--- src/rtl/alu_arbiter.sv ---
// alu_arbiter: two-requester front end for one shared combinational ALU.
// A request is captured in IDLE, executed in EXEC and returned in RESP.
// Build option: define ALU_ARB_ROUND_ROBIN_EN for round-robin arbitration on
// simultaneous requests; otherwise requester 0 has fixed priority.
module alu_arbiter (
  input  logic        clk,
  input  logic        rst_n,

  input  logic        req0_valid,
  output logic        req0_ready,
  input  logic [3:0]  req0_function,
  input  logic        req0_word,
  input  logic [63:0] req0_operand_a,
  input  logic [63:0] req0_operand_b,

  input  logic        req1_valid,
  output logic        req1_ready,
  input  logic [3:0]  req1_function,
  input  logic        req1_word,
  input  logic [63:0] req1_operand_a,
  input  logic [63:0] req1_operand_b,

  output logic        rsp0_valid,
  input  logic        rsp0_ready,
  output logic        rsp1_valid,
  input  logic        rsp1_ready,
  output logic [63:0] rsp_result,

  output logic [3:0]  alu_function,
  output logic        alu_word,
  output logic [63:0] alu_operand_a,
  output logic [63:0] alu_operand_b,
  input  logic [63:0] alu_result
);

  localparam int unsigned DATA_W = 64;
  localparam int unsigned FUNC_W = 4;

  typedef enum logic [1:0] {
    IDLE = 2'd0,
    EXEC = 2'd1,
    RESP = 2'd2
  } state_t;

  typedef struct packed {
    logic [FUNC_W-1:0] func;
    logic              word;
    logic [DATA_W-1:0] a;
    logic [DATA_W-1:0] b;
  } alu_op_t;

  state_t              state;
  alu_op_t             op_q;
  logic                owner_q;
  logic [DATA_W-1:0]   result_q;
`ifdef ALU_ARB_ROUND_ROBIN_EN
  logic                last_grant_q;
`endif

  alu_op_t             req0_op_c;
  alu_op_t             req1_op_c;
  logic                grant0_c;
  logic                grant1_c;
  logic                owner_rsp_ready_c;

  assign req0_op_c = {req0_function, req0_word, req0_operand_a, req0_operand_b};
  assign req1_op_c = {req1_function, req1_word, req1_operand_a, req1_operand_b};

  // Arbitration: grants only in IDLE and never while reset is asserted.
  always_comb begin
    grant0_c = 1'b0;
    grant1_c = 1'b0;
    if (rst_n && (state == IDLE)) begin
`ifdef ALU_ARB_ROUND_ROBIN_EN
      if (req0_valid && req1_valid) begin
        grant0_c = last_grant_q;
        grant1_c = !last_grant_q;
      end else begin
        grant0_c = req0_valid;
        grant1_c = req1_valid;
      end
`else
      grant0_c = req0_valid;
      grant1_c = req1_valid && !req0_valid;
`endif
    end
  end

  assign req0_ready        = grant0_c;
  assign req1_ready        = grant1_c;
  assign owner_rsp_ready_c = owner_q ? rsp1_ready : rsp0_ready;

  // FSM with captured operation, owner, result and response valids.
  always_ff @(posedge clk or negedge rst_n) begin
    if (!rst_n) begin
      state        <= IDLE;
      op_q         <= '0;
      owner_q      <= 1'b0;
      result_q     <= '0;
      rsp0_valid   <= 1'b0;
      rsp1_valid   <= 1'b0;
`ifdef ALU_ARB_ROUND_ROBIN_EN
      last_grant_q <= 1'b1;
`endif
    end else begin
      case (state)
        IDLE: begin
          if (grant0_c || grant1_c) begin
            op_q    <= grant1_c ? req1_op_c : req0_op_c;
            owner_q <= grant1_c;
`ifdef ALU_ARB_ROUND_ROBIN_EN
            last_grant_q <= grant1_c;
`endif
            state   <= EXEC;
          end
        end
        EXEC: begin
          result_q   <= alu_result;
          rsp0_valid <= !owner_q;
          rsp1_valid <= owner_q;
          state      <= RESP;
        end
        RESP: begin
          if (owner_rsp_ready_c) begin
            rsp0_valid <= 1'b0;
            rsp1_valid <= 1'b0;
            state      <= IDLE;
          end
        end
        default: begin
          rsp0_valid <= 1'b0;
          rsp1_valid <= 1'b0;
          state      <= IDLE;
        end
      endcase
    end
  end

  // Shared ALU sees the captured operation, held between operations.
  assign alu_function  = op_q.func;
  assign alu_word      = op_q.word;
  assign alu_operand_a = op_q.a;
  assign alu_operand_b = op_q.b;
  assign rsp_result    = result_q;

endmodule

--- config.mk ---
export PLATFORM = sky130hd
export DESIGN_NAME = alu_arbiter
export DESIGN_NICKNAME = d
export VERILOG_FILES = /design/src/rtl/alu_arbiter.sv
export SDC_FILE = /design/constraint.sdc
export NUM_CORES = 1
export LEC_CHECK = 0
export ABC_CLOCK_PERIOD_IN_PS = 3100
export CAP_MARGIN = 0
export CORE_AREA = 5 5 203 205
export DETAILED_ROUTE_END_ITERATION = 7
export DIE_AREA = 0 0 208 210
export GPL_TIMING_DRIVEN = 0
export PLACE_DENSITY_LB_ADDON = 0.08
export SYNTH_ARGS = -nofsm -noshare
export SYNTH_HDL_FRONTEND = slang
export SYNTH_SLANG_ARGS = --single-unit
--- constraint.sdc ---
create_clock -name clk -period 3.1 [get_ports clk]
set_input_delay 0.31 -clock clk [delete_from_list [all_inputs] [get_ports clk]]
set_output_delay 0.31 -clock clk [all_outputs]
set_load 0.02 [all_outputs]
==> results.md, run 1 <==
Yosys:
- The number of standard cells after synthesis is approximately 590.
- The post-synthesis instance area is between 0.009 and 0.01 sq mm.
- Counting flops and latches in the post-synthesis netlist gives 202.
- The sequential share of the synthesized area is a little over half.
- The number of distinct library cells after synthesis is 19.
- The post-synthesis net count is about 920.
- Yosys printed 0 warnings.
- In this run the mean area of a mapped cell was between 15 and 20 sq um.

Drt:
- For this block, the initial DRC count from the detailed router was roughly 130.
- The overall routed net length is about 36,000 um.
- The DRC violation count after routing is 0.
- The number of routed nets with antenna violations is 0.
- The average detailed-routed wire length per instance is 21.0 um.
- The average via count per standard cell is ~4.1.
- The first detailed-routing pass took 4 iterations.
- The number of vias after detailed routing is 6,934.

STA:
- The worst pin sits at a relative slew slack of a little under three quarters.
- On the final layout, the worst clock skew is around 0.013 ns.
- The share of the clock period used by the worst path after layout is around 90%.
- Setup repair after global routing left no endpoint under its margin.
- The transition at the pin with the smallest max-transition slack is about 0.43 ns.
- The max-slew violation total from the final report is 0.
- The final number of setup-violating endpoints is 0.
- Subtracting the final worst setup slack from the clock period gives 2.80 ns.
- The number of hold violations in the final report is 0.
- For this run, the top clock speed supported by timing is approximately 360 MHz.

Power and ir drop:
- The clock network accounts for approximately a fifth of the total power.
- The leakage power is 7.02 nW.
- The switching component of the power is between 5 and 6 mW.
- The highest ir drop seen on vdd is 385 uV.
- In this run, flip-flops and latches consume between 30% and 40% of the power.
- Summing internal, switching and leakage power gives around 16 mW.
- The power per unit of standard cell area is between 900 and 1000 mW/mm^2.
- The switching share of total power is a little over a third.
- The internal portion of the total power is 10.2 mW.
- The relative contribution of combinational cells to total power is about half.

Worst setup path:
- The slowest stage of the critical path belongs to the cell clkdlybuf4s50_1.
- The critical path goes through dlygate4sd3_1 -> buf_8 -> buf_16 -> buf_16 -> nor3b_2 -> and2_1 -> clkdlybuf4s50_1.
- The launching point of the worst reg2reg path is state[1]$_DFFE_PN0P_.
- The kind of critical path is input port to output port.
- The largest single stage delay on the critical path is ~0.65 ns.
- The required time of the worst setup path is between 2 and 3 ns.
- The type of origin of the critical path is an input port.
- The worst setup path is captured at an output port.
- Along the worst path, the maximum fanout reaches 38.
- By instance count, the cell type seen most on the critical path is buf_16.
- Data arrives at the worst endpoint at 2.49 ns.
- The most critical setup path has its startpoint at rst_n.

Place:
- Routability-driven placement finished with a final weighted congestion of 0.806.
- The wire-length estimate of the detail-placed layout is 28,500 um.
- The count of input and output buffers is about 540.

CTS:
- No sink is reached through more buffers than the 3 on the longest clock path.
- The clock tree root driver cell is clkbuf_16.
- The number of resized instances in the post-cts repair step is 0.
- The clock drives 202 sinks.
- TritonCTS built the clock tree.
- The clock input transition at the sequential cells of the worst setup and hold paths is 0.06 ns.
- The number of levels the H-tree was split into is 1.
- The clock reaches the later pin of the worst-skew pair after about 0.52 ns.
- The CTS buffer count is 25.

Floorplanning:
- Measured along the x axis, the die boundary spans between 200 and 250 um.
- For this configuration, the core starts out at a cell density of about a quarter.
- The floorplan step defined a die boundary enclosing 0.0437 sq mm.
- The floorplan step set the die height to 210 um.
- During I/O placement, the number of pins put on the boundary was 537.
- The number of placement rows is 73.
- The total area inside the core boundary comes to ~0.039 sq mm.

Global routing:
- For this run, the total global-route usage over all layers was measured as roughly 16%.
- The pin count of the biggest net entering global routing is between 70 and 80.
- The first-pass GRT wire length is between 50,000 and 60,000 um.
- The initial antenna violation count is 5.
- The via count of the first global-routing pass is about 7,800.
- Summed over all layers, the global routing overflow is 0.

Layout:
- The layout overhead on the synthesized area is 73.1%.
- After the last flow step, the layout net total stands at roughly 1,500.
- The fraction of layout cells with a size suffix above 1 is between 30% and 40%.
- The final design utilization is between 40 and 50%.

Run:
- Across the run, the number of max-cap violations was 0.

Status:
- The flow ran to the end, and the final reports show no timing, DRC or antenna violations.

Hold path:
- In this run the worst hold path is classified as input port to flop.
- The origin of the worst min-delay path is alu_result[40].
==> metrics by stage <==
stage,setup WS [ns],TNS [ns],hold slack (ns),cells,instance area (sq um)
3_3_place_gp,-7.80,-2588.29,0.486,1646,15700
2_1_floorplan,1.47,0,0.0144,585,9690
6_report,0.304,0,0.390,1703,16800
5_1_grt,0.154,0,0.355,1702,16800
4_1_cts,0.113,0,0.350,1699,16700
3_5_place_dp,-0.0510,-1.98,0.303,1648,15800
==> cell usage in the layout, fill, tap and decap left out, drive strengths merged <==
| cell type | count |
|---|---|
| buf | 43 |
| nor2b | 2 |
| dlygate4sd3 | 2 |
| and2 | 1 |
| mux2 | 330 |
| o2bb2ai | 2 |
| nor2 | 1 |
| a21bo | 1 |
| dfrtp | 202 |
| clkinvlp | 1 |
| nor3b | 1 |
| a211oi | 1 |
| nand2b | 2 |
| inv | 2 |
| bufinv | 2 |
| diode | 3 |
| a21oi | 1 |
| o21a | 1 |
| clkdlybuf4s50 | 535 |
| clkbuf | 38 |
| mux2i | 2 |
| clkinv | 5 |
==> power by group through the flow <==
stage	clock (mW)	combinational [mW]	sequential [mW]
4_1_cts	3.13	8.14	4.71
2_1_floorplan	0	2.32	6.36
5_1_grt	3.24	8.36	4.89
3_5_place_dp	0	8.10	4.72
3_3_place_gp	0	8.11	4.70
6_report	3.02	7.96	4.70
==> state kept, by name, indices dropped and copies added (netlist names) <==
name,count
alu_operand_a,64
alu_operand_b,64
rsp_result,64
alu_function,4
state,2
alu_word,1
owner_q,1
rsp0_valid,1
rsp1_valid,1
==> worst paths after layout <==
path                       slack (ns)                            end  cells past startpoint
min                              0.39     rsp_result[40]$_DFFE_PN0N_                      2
max                              0.30                     req0_ready                      7
min reg2reg                      0.50     rsp_result[63]$_DFFE_PN0N_                      1
min in group asynchronous        0.48     rsp_result[15]$_DFFE_PN0N_                      4
max reg2reg                      1.22  alu_operand_a[41]$_DFFE_PN0P_                      6
max in group asynchronous        1.67  alu_operand_a[47]$_DFFE_PN0P_                      5
==> layout make-up <==
class	instances	area [sq um]
diodes	3	7.51
plain buffers	37	360
clock buffers	37	761
clock inverters	9	105
fillers	3695	22500
inverters	1	3.75
multi-input cells	345	4270
flip-flops and latches	202	5050
well taps	525	657
repair buffers	544	5550
==> cells in the mapped netlist <==
cell type / n / share of area (%)
mux2_4: 118 / 18
buf_4: 8 / 0.62
nor3b_2: 1 / 0.13
dfrtp_1: 202 / 52
a211oi_1: 1 / 0.077
o21a_1: 1 / 0.077
nand2b_1: 2 / 0.13
inv_1: 1 / 0.039
a21oi_1: 1 / 0.052
o2bb2ai_1: 2 / 0.18
buf_6: 8 / 0.93
mux2_2: 212 / 25
buf_12: 7 / 1.4
and2_1: 1 / 0.065
buf_2: 14 / 0.72
nor2b_1: 2 / 0.13
a21bo_2: 1 / 0.10
nor2_1: 1 / 0.039
mux2i_1: 2 / 0.21
==> cells by family after synthesis <==
family / count (synthesis) / share of synthesized area, %
muxes: 332 / 43.1
DFF: 202 / 52.1
buffers and inverters: 38 / 3.76
and+or+nand+nor: 7 / 0.490
AOI/OAI and AO/OA: 6 / 0.491
==> what timing repair did <==
action,4_1_cts,5_1_grt
endpoints found under the setup margin,0,1
endpoints found under the hold margin,66,0
hold buffers,5,0
setup buffers,0,0
==> critical path: cells and delay by family <==
kind,cells,cell delay [ns]
buf+inv,5,1.68
simple gates,2,0.46
==> per-layer routing <==
layer | up-vias | share of wire (%) | track usage (%)
li1 | 3261 | - | -
met5 | - | 0.036 | 0
met1 | 3334 | 39 | 18.1
met3 | 33 | 8.7 | 5.85
met4 | 2 | 1.4 | 3.26
met2 | 304 | 50 | 27.6
Power figures use the tool's default switching activity.
==> inputs of run 2 (changes only) <==
Settings changed: CTS_BUF_LIST set to sky130_fd_sc_hd__clkbuf_8.
==> run 2 against run 1 <==
Effect of this change:
- worst hold slack worse by 0.0054 ns
- sequential share of layout area up 0.33 points
- first-iteration DRC count increased by 23%
- critical path type unchanged
- final area down 1.1%
- global-route usage up 0.12 points
- wire length is 0.44% higher
- non-clock buffer count unchanged
- total power is 3.9% lower
- final cell count increased by 0.94%
- largest cell class unchanged
- count of clock-buffer cells in the layout increased by 7
==> results.md, run 2 (same netlist as run 1, synthesis figures left out) <==
Status:
- The run finished with clean final reports.

Global routing:
- The total overflow left after global routing is 0.
- Entering global routing, the biggest net connects 76 pins.
- The initial antenna violation count is 3.
- The first-pass GRT wire length is between 50,000 and 60,000 um.
- The via count of the first global-routing pass is between 7,000 and 8,000.
- The global routing usage summed across all routing layers is 15.7%.

STA:
- The accumulated negative setup slack is 0 ns.
- Clock skew on the completed layout was measured at 0.0114 ns.
- The headroom to the max-slew limit is a little under three quarters.
- The number of hold violations in the final report is 0.
- Counting I/O delays and the setup requirement, the final critical path takes between 2 and 3 ns.
- The max-slew violation total from the final report is 0.
- The final number of setup-violating endpoints is 0.
- On the final layout, the worst hold slack is ~0.38 ns.
- Based on the critical path, the design can be clocked at up to roughly 360 MHz.
- The share of the clock period used by the worst path after layout is about nine tenths.
- The setup slack of the critical path after layout is between 0.2 and 0.3 ns.
- Setup repair after global routing left no endpoint under its margin.
- The transition at the pin with the smallest max-transition slack is 0.430 ns.

Layout:
- The register area is approximately 0.0051 sq mm.
- The finished layout holds approximately 1,700 standard cells, fillers aside.
- For this run, the post-layout net count is 1,505.
- The layout overhead on the synthesized area is 71.2%.
- In the final layout, the multi-input gates occupy between 0.004 and 0.005 sq mm.
- The most frequent standard cell in the layout excluding fill and tap cells is clkdlybuf4s50_1.
- The filler cells instantiated in the layout total approximately 3,700.
- Leaving out fill and tap cells, the most frequent cells in the layout are clkdlybuf4s50_1, mux2_2, dfrtp_1.
- Once layout is done, the placed cells without fillers occupy around 0.017 sq mm.
- The final design utilization is a little over two fifths.
- The post-route netlist has a little over a third of its cells at a drive strength greater than 1.

Worst setup path:
- The type of origin of the critical path is an input port.
- The critical path is of the input port to output port type.
- The sort of element at the end of the critical path is an output port.
- In this run the worst path has a maximum fanout of 38.
- The setup slack on the worst flop-to-flop path is 1.22 ns.
- Measured in cells, the most critical reg-to-reg path has a length of 6.
- The endpoint of the lowest-slack register-to-register path is alu_operand_a[41]$_DFFE_PN0P_.
- The required time of the worst setup path is around 2.8 ns.
- The worst register-to-register path begins at state[1]$_DFFE_PN0P_.
- The arrival time of data at the critical path endpoint is between 2 and 3 ns.

Run:
- The tool flagged a number of max-cap violations equal to 0.

Hold path:
- The class of the tightest hold or removal check is input port to flop.
- The origin of the worst min-delay path is alu_result[45].
- The terminating pin of the worst hold path is rsp_result[45]$_DFFE_PN0N_.
- The cell depth of the worst min-delay path is 2.

Floorplanning:
- The I/O pin total is 537.
- The number of placement rows is 73.
- The die is ~210 um tall.
- The placeable core region is 0.0393 sq mm.
- The floorplan die area is 0.0437 sq mm.
- Measured along the x axis, the die boundary spans roughly 210 um.
- The initial utilization of the core area, before any placement, comes to ~25%.

Place:
- The area after detailed placement is roughly 0.016 sq mm.
- The half-perimeter wire length of the detailed placement result is 28,500 um.
- The count of buffers added on input and output ports is ~540.
- The number of cells after detailed placement is between 1,500 and 2,000.
- Routability-driven placement finished with a final weighted congestion of roughly 0.8.
- At the placement stage, the worst setup path has a slack of -0.0510 ns.

CTS:
- TritonCTS built the clock tree.
- The clock passes through at most 3 buffers.
- The number of levels the H-tree was split into is 2.
- The clock tree root driver cell is clkbuf_8.
- The CTS buffer count is 38.
- Gates resized during post-CTS repair numbered 0.
- The clock input transition at the sequential cells of the worst setup and hold paths is about 0.060 ns.
- The clock reaches the later pin of the worst-skew pair after between 0.5 and 0.6 ns.
- The number of clock sinks is between 200 and 250.
- The number of buffers added for setup after CTS is 0.

Power and ir drop:
- Total power for the finished layout comes to 15.1 mW.
- For this design the static power due to leakage is approximately 7.0 nW.
- Power spread over the standard cell area amounts to between 900 and 1000 mW/mm^2.
- The highest ir drop seen on vdd is around 260 uV.

Drt:
- The average detailed-routed wire length per instance is 20.9 um.
- The number of routed nets with antenna violations is 0.
- The overall routed net length is approximately 36,000 um.
- The average via count per standard cell is roughly 4.1.
- The DRC violation count after routing is 0.
- The violation count after the first detailed-routing iteration is around 160.
- The pre-antenna-repair detailed-routing pass consisted of 4 iterations.
- The routed layout has roughly 7,000 vias.
-- run 2: cell count changes in the layout (fill, tap and decap cells not counted), sizes merged --
cell / previous run / this run
inv: 2 / 19
clkbuf: 38 / 45
clkinv: 5 / 1
bufinv: 2 / 0
clkinvlp: 1 / 0
diode: 3 / 2
-- run 2: per-layer routing --
metal  vias to the layer above  wire (um)  track usage (%)
met5                         -         13                0
met2                       329      18100             27.7
met1                      3333      13900             17.9
met4                         2        619             3.58
met3                        52       3240             6.43
li1                       3278          -                -
-- run 2: final cells by class --
cell class	instances	area share, %
repair buffers	544	33.5
flip-flops and latches	202	30.5
multi-input cells	345	25.8
well taps	525	3.96
clock buffers	44	3.65
plain buffers	37	2.17
clock inverters	19	0.498
diodes	2	0.0302
inverters	1	0.0226
-- run 2: where the power goes --
group          internal [mW]  switching [mW]
registers               4.00           0.698
logic                   4.37            3.59
clock network           1.28            1.11
-- run 2: repair_timing --
action	4_1_cts	5_1_grt
setup endpoints to repair	0	1
hold buffers	5	0
hold endpoints to repair	66	0
-- run 2: how the worst max path moves through the flow --
| stage | from | to | slack (ns) | cells past startpoint |
|---|---|---|---|---|
| 2_1_floorplan | state[0]$_DFFE_PN0P_ | alu_operand_a[0]$_DFFE_PN0P_ | 1.47 | 6 |
| 3_3_place_gp | rst_n | alu_operand_a[10]$_DFFE_PN0P_ | -7.80 | 1 |
| 3_5_place_dp | rst_n | alu_operand_a[42]$_DFFE_PN0P_ | -0.05 | 9 |
| 4_1_cts | rst_n | req0_ready | 0.12 | 7 |
| 5_1_grt | rst_n | req1_ready | 0.15 | 7 |
| 6_report | rst_n | req0_ready | 0.29 | 7 |
-- run 2: worst max-delay path, cell delays in order --
cell and delay (ns):
dlygate4sd3_1 0.57, buf_8 0.13, buf_16 0.13, buf_16 0.21, nor3b_2 0.28, and2_1 0.19
clkdlybuf4s50_1 0.66
==> inputs of run 3 (changes only) <==
Settings changed: ABC_CLOCK_PERIOD_IN_PS 3100 to 3190, SLEW_MARGIN set to 15.
Clock period 3.1 ns to 3.19 ns, I/O delays scaled along.
==> run 3 against run 2 <==
Effect of this change:
- largest power group unchanged
- critical path depth unchanged
- clock skew about the same
- wire length decreased by 0.51%
- via count decreased by 0.16%
- global-route usage unchanged
- sequential power decreased by 3%
- critical path type unchanged
- highest routed layer unchanged
- die area unchanged
==> results.md, run 3 (same netlist as run 1, synthesis figures left out) <==
Status:
- The run finished with clean final reports.

Floorplanning:
- The die boundary height is approximately 210 um.
- The I/O pin total is between 500 and 600.
- The initialized floorplan defines 73 standard-cell rows.
- For this configuration, the core starts out at a cell density of 24.7%.
- The width of the chip is 208 um.
- The total area inside the core boundary comes to 0.0393 sq mm.
- The floorplan step defined a die boundary enclosing around 0.044 sq mm.

Drt:
- In the final routed layout, each cell accounts on average for 20.8 um.
- The highest metal layer with signal wires is met5.
- The routed length on met1 is ~14,000 um.
- Dividing the detail-routed via count by the number of cells gives 4.06.
- The number of vias after detailed routing is between 6,000 and 7,000.
- Summed over all nets, wire length on met3 after detailed routing comes to ~3200 um.
- Detailed routing placed a total of ~18,000 um of wire on met2.
- The number of iterations in the first detailed-routing pass is 4.
- The routed design has around 36,000 um of wire.
- In this run the remaining antenna-violating nets after routing total 0.
- In the routed design, unresolved DRC markers number 0.
- The violation count after the first detailed-routing iteration is between 100 and 150.

Worst setup path:
- STA puts the critical path data arrival time at 2.62 ns.
- The endpoint of the lowest-slack register-to-register path is alu_operand_a[41]$_DFFE_PN0P_.
- The setup slack on the worst flop-to-flop path is 1.32 ns.
- The cell at the slowest stage of the critical path is clkdlybuf4s50_1.
- The kind of cell with the highest combined delay along the critical path is buffers and inverters.
- In this design, the critical path's most frequently occurring cell is buf_16.
- The sort of element at the end of the critical path is an output port.
- Traced cell by cell, the critical path runs through dlygate4sd3_1 -> buf_8 -> buf_16 -> buf_16 -> nor3b_2 -> and2_1 -> clkdlybuf4s50_1.
- The kind of critical path is input port to output port.
- The largest single stage delay on the critical path is 0.65 ns.
- The highest fanout seen on the critical path is 75.
- The type of origin of the critical path is an input port.
- The required time of the worst setup path is roughly 2.9 ns.
- The length in cells of the worst reg-to-reg path is 6.
- The startpoint identified for the worst register-to-register timing path is state[1]$_DFFE_PN0P_.
- The critical path contains buffers and inverters numbering 5 combined.

Layout:
- Summing all non-filler instances in the final layout gives an area of between 0.015 and 0.02 sq mm.
- The total number of nets in the final design is 1,504.
- From synthesis to final layout, the design area changed by 71.0%.
- After the flow finishes, the layout carries non-filler instances totaling 1,718.
- In the final layout, the share of cells above drive strength 1 is 35.4%.
- The number of fillers in the final layout is about 3,700.
- The most frequent standard cell in the layout excluding fill and tap cells is clkdlybuf4s50_1.
- The sequential cells in the finished layout cover a total of slightly above 0.005 sq mm.
- The footprint of the multi-input gates is 0.00427 sq mm.
- Leaving out fill and tap cells, the most frequent cells in the layout are clkdlybuf4s50_1, mux2_2, dfrtp_1.

STA:
- For the finished layout, the period the worst path requires is about 2.9 ns.
- Setup total negative slack on the finished layout was measured at 0 ns.
- Setup repair after global routing left no endpoint under its margin.
- The max-slew violation total from the final report is 0.
- The share of the clock period used by the worst path after layout is 92.2%.
- The number of hold violations in the final report is 0.
- The maximum clock skew at final layout is roughly 0.012 ns.
- For the pin with the worst max-slew slack, the measured transition is around 0.43 ns.
- The headroom to the max-slew limit is about 71%.
- The final number of setup-violating endpoints is 0.
- The maximum clock rate is 340 MHz.

Global routing:
- The pin count of the biggest net entering global routing is 76.
- The total congestion overflow is 0.
- The via count of the first global-routing pass is slightly below 8,000.
- The first-pass GRT wire length is around 52,000 um.
- Across every metal layer, demand over resource in global routing totals around 16%.
- The initial antenna violation count was 3.

Place:
- Once detailed placement completed, the half-perimeter wirelength came to between 20,000 and 30,000 um.
- After detailed placement, the total cell area comes to approximately 0.016 sq mm.
- The final weighted congestion in routability-driven placement is 0.806.
- The number of placed instances, taps included, is roughly 1,600.
- Buffers placed on the I/O ports in this run total about 540.

Power and ir drop:
- The total power is ~15 mW.
- The power per unit of standard cell area is a little under 900 mW/mm^2.
- The leakage power is 6.99 nW.
- The highest ir drop seen on vdd is around 250 uV.

Hold path:
- The class of the tightest hold or removal check is input port to flop.
- The cell depth of the worst min-delay path is 2.
- The terminating pin of the worst hold path is rsp_result[45]$_DFFE_PN0N_.
- The origin of the worst min-delay path is alu_result[45].

CTS:
- The hold-fix buffer count after cts is 5.
- Clock tree synthesis inserted a total of 38 buffers.
- In this run, post-CTS repair resized a total of 0 instances.
- The number of levels the H-tree was split into is 2.
- The number of clock sinks is 202.
- The insertion delay of the later-clocked pin in the worst-skew pair is approximately 0.53 ns.
- The clock input transition at the sequential cells of the worst setup and hold paths is about 0.060 ns.
- Once the clock tree was built, the setup fixing pass inserted 0 buffers.
- TritonCTS built the clock tree.
- The cell sitting at the root of the clock tree is a clkbuf_8.
- The longest clock path from root to sink contains 3 buffers.

Run:
- The max-cap check violation count is 0.
-- run 3: worst max-delay path by stage --
| stage | start | to | slack (ns) | cells after the start |
|---|---|---|---|---|
| CTS | rst_n | req0_ready | 0.19 | 7 |
| detailed placement | rst_n | alu_operand_a[42]$_DFFE_PN0P_ | 0.03 | 9 |
| finish | rst_n | req0_ready | 0.25 | 7 |
| global route | rst_n | req1_ready | 0.07 | 7 |
| floorplan | state[0]$_DFFE_PN0P_ | alu_operand_a[0]$_DFFE_PN0P_ | 1.56 | 6 |
| global placement | rst_n | alu_operand_a[10]$_DFFE_PN0P_ | -7.72 | 1 |
-- run 3: worst reg2reg max path: stages (launching register included) --
cell	delay [ns]
dfrtp_1	0.43
nor3b_2	0.27
o21a_1	0.16
buf_4	0.21
buf_12	0.20
buf_12	0.17
mux2_4	0.31
-- run 3: stage by stage --
stage / setup slack, ns / utilization [%] / hold WS (ns)
global route: 0.0688 / 42.2 / 0.347
CTS: 0.188 / 42.2 / 0.326
detailed placement: 0.0300 / 40.2 / 0.312
global placement: -7.72 / 40.0 / 0.486
finish: 0.249 / 42.2 / 0.393
floorplan: 1.56 / - / 0.0234
-- run 3: metal layers --
layer / track usage, % / vias up
li1: - / 3276
met1: 17.9 / 3325
met2: 27.7 / 328
met3: 6.43 / 52
met4: 3.58 / 2
met5: 0 / -
-- run 3: layout make-up --
type | count | share of cell area [%]
diodes | 2 | 0.0302
plain buffers | 37 | 2.17
clock buffers | 44 | 3.65
clock inverters | 19 | 0.498
inverters | 1 | 0.0227
multi-input cells | 345 | 25.8
flip-flops and latches | 202 | 30.5
well taps | 525 | 3.96
repair buffers | 543 | 33.4
-- run 3: power breakdown --
part / total, mW / switching [mW] / internal (mW)
clock network: 2.33 / 1.08 / 1.25
logic: 7.73 / 3.48 / 4.25
registers: 4.56 / 0.679 / 3.89
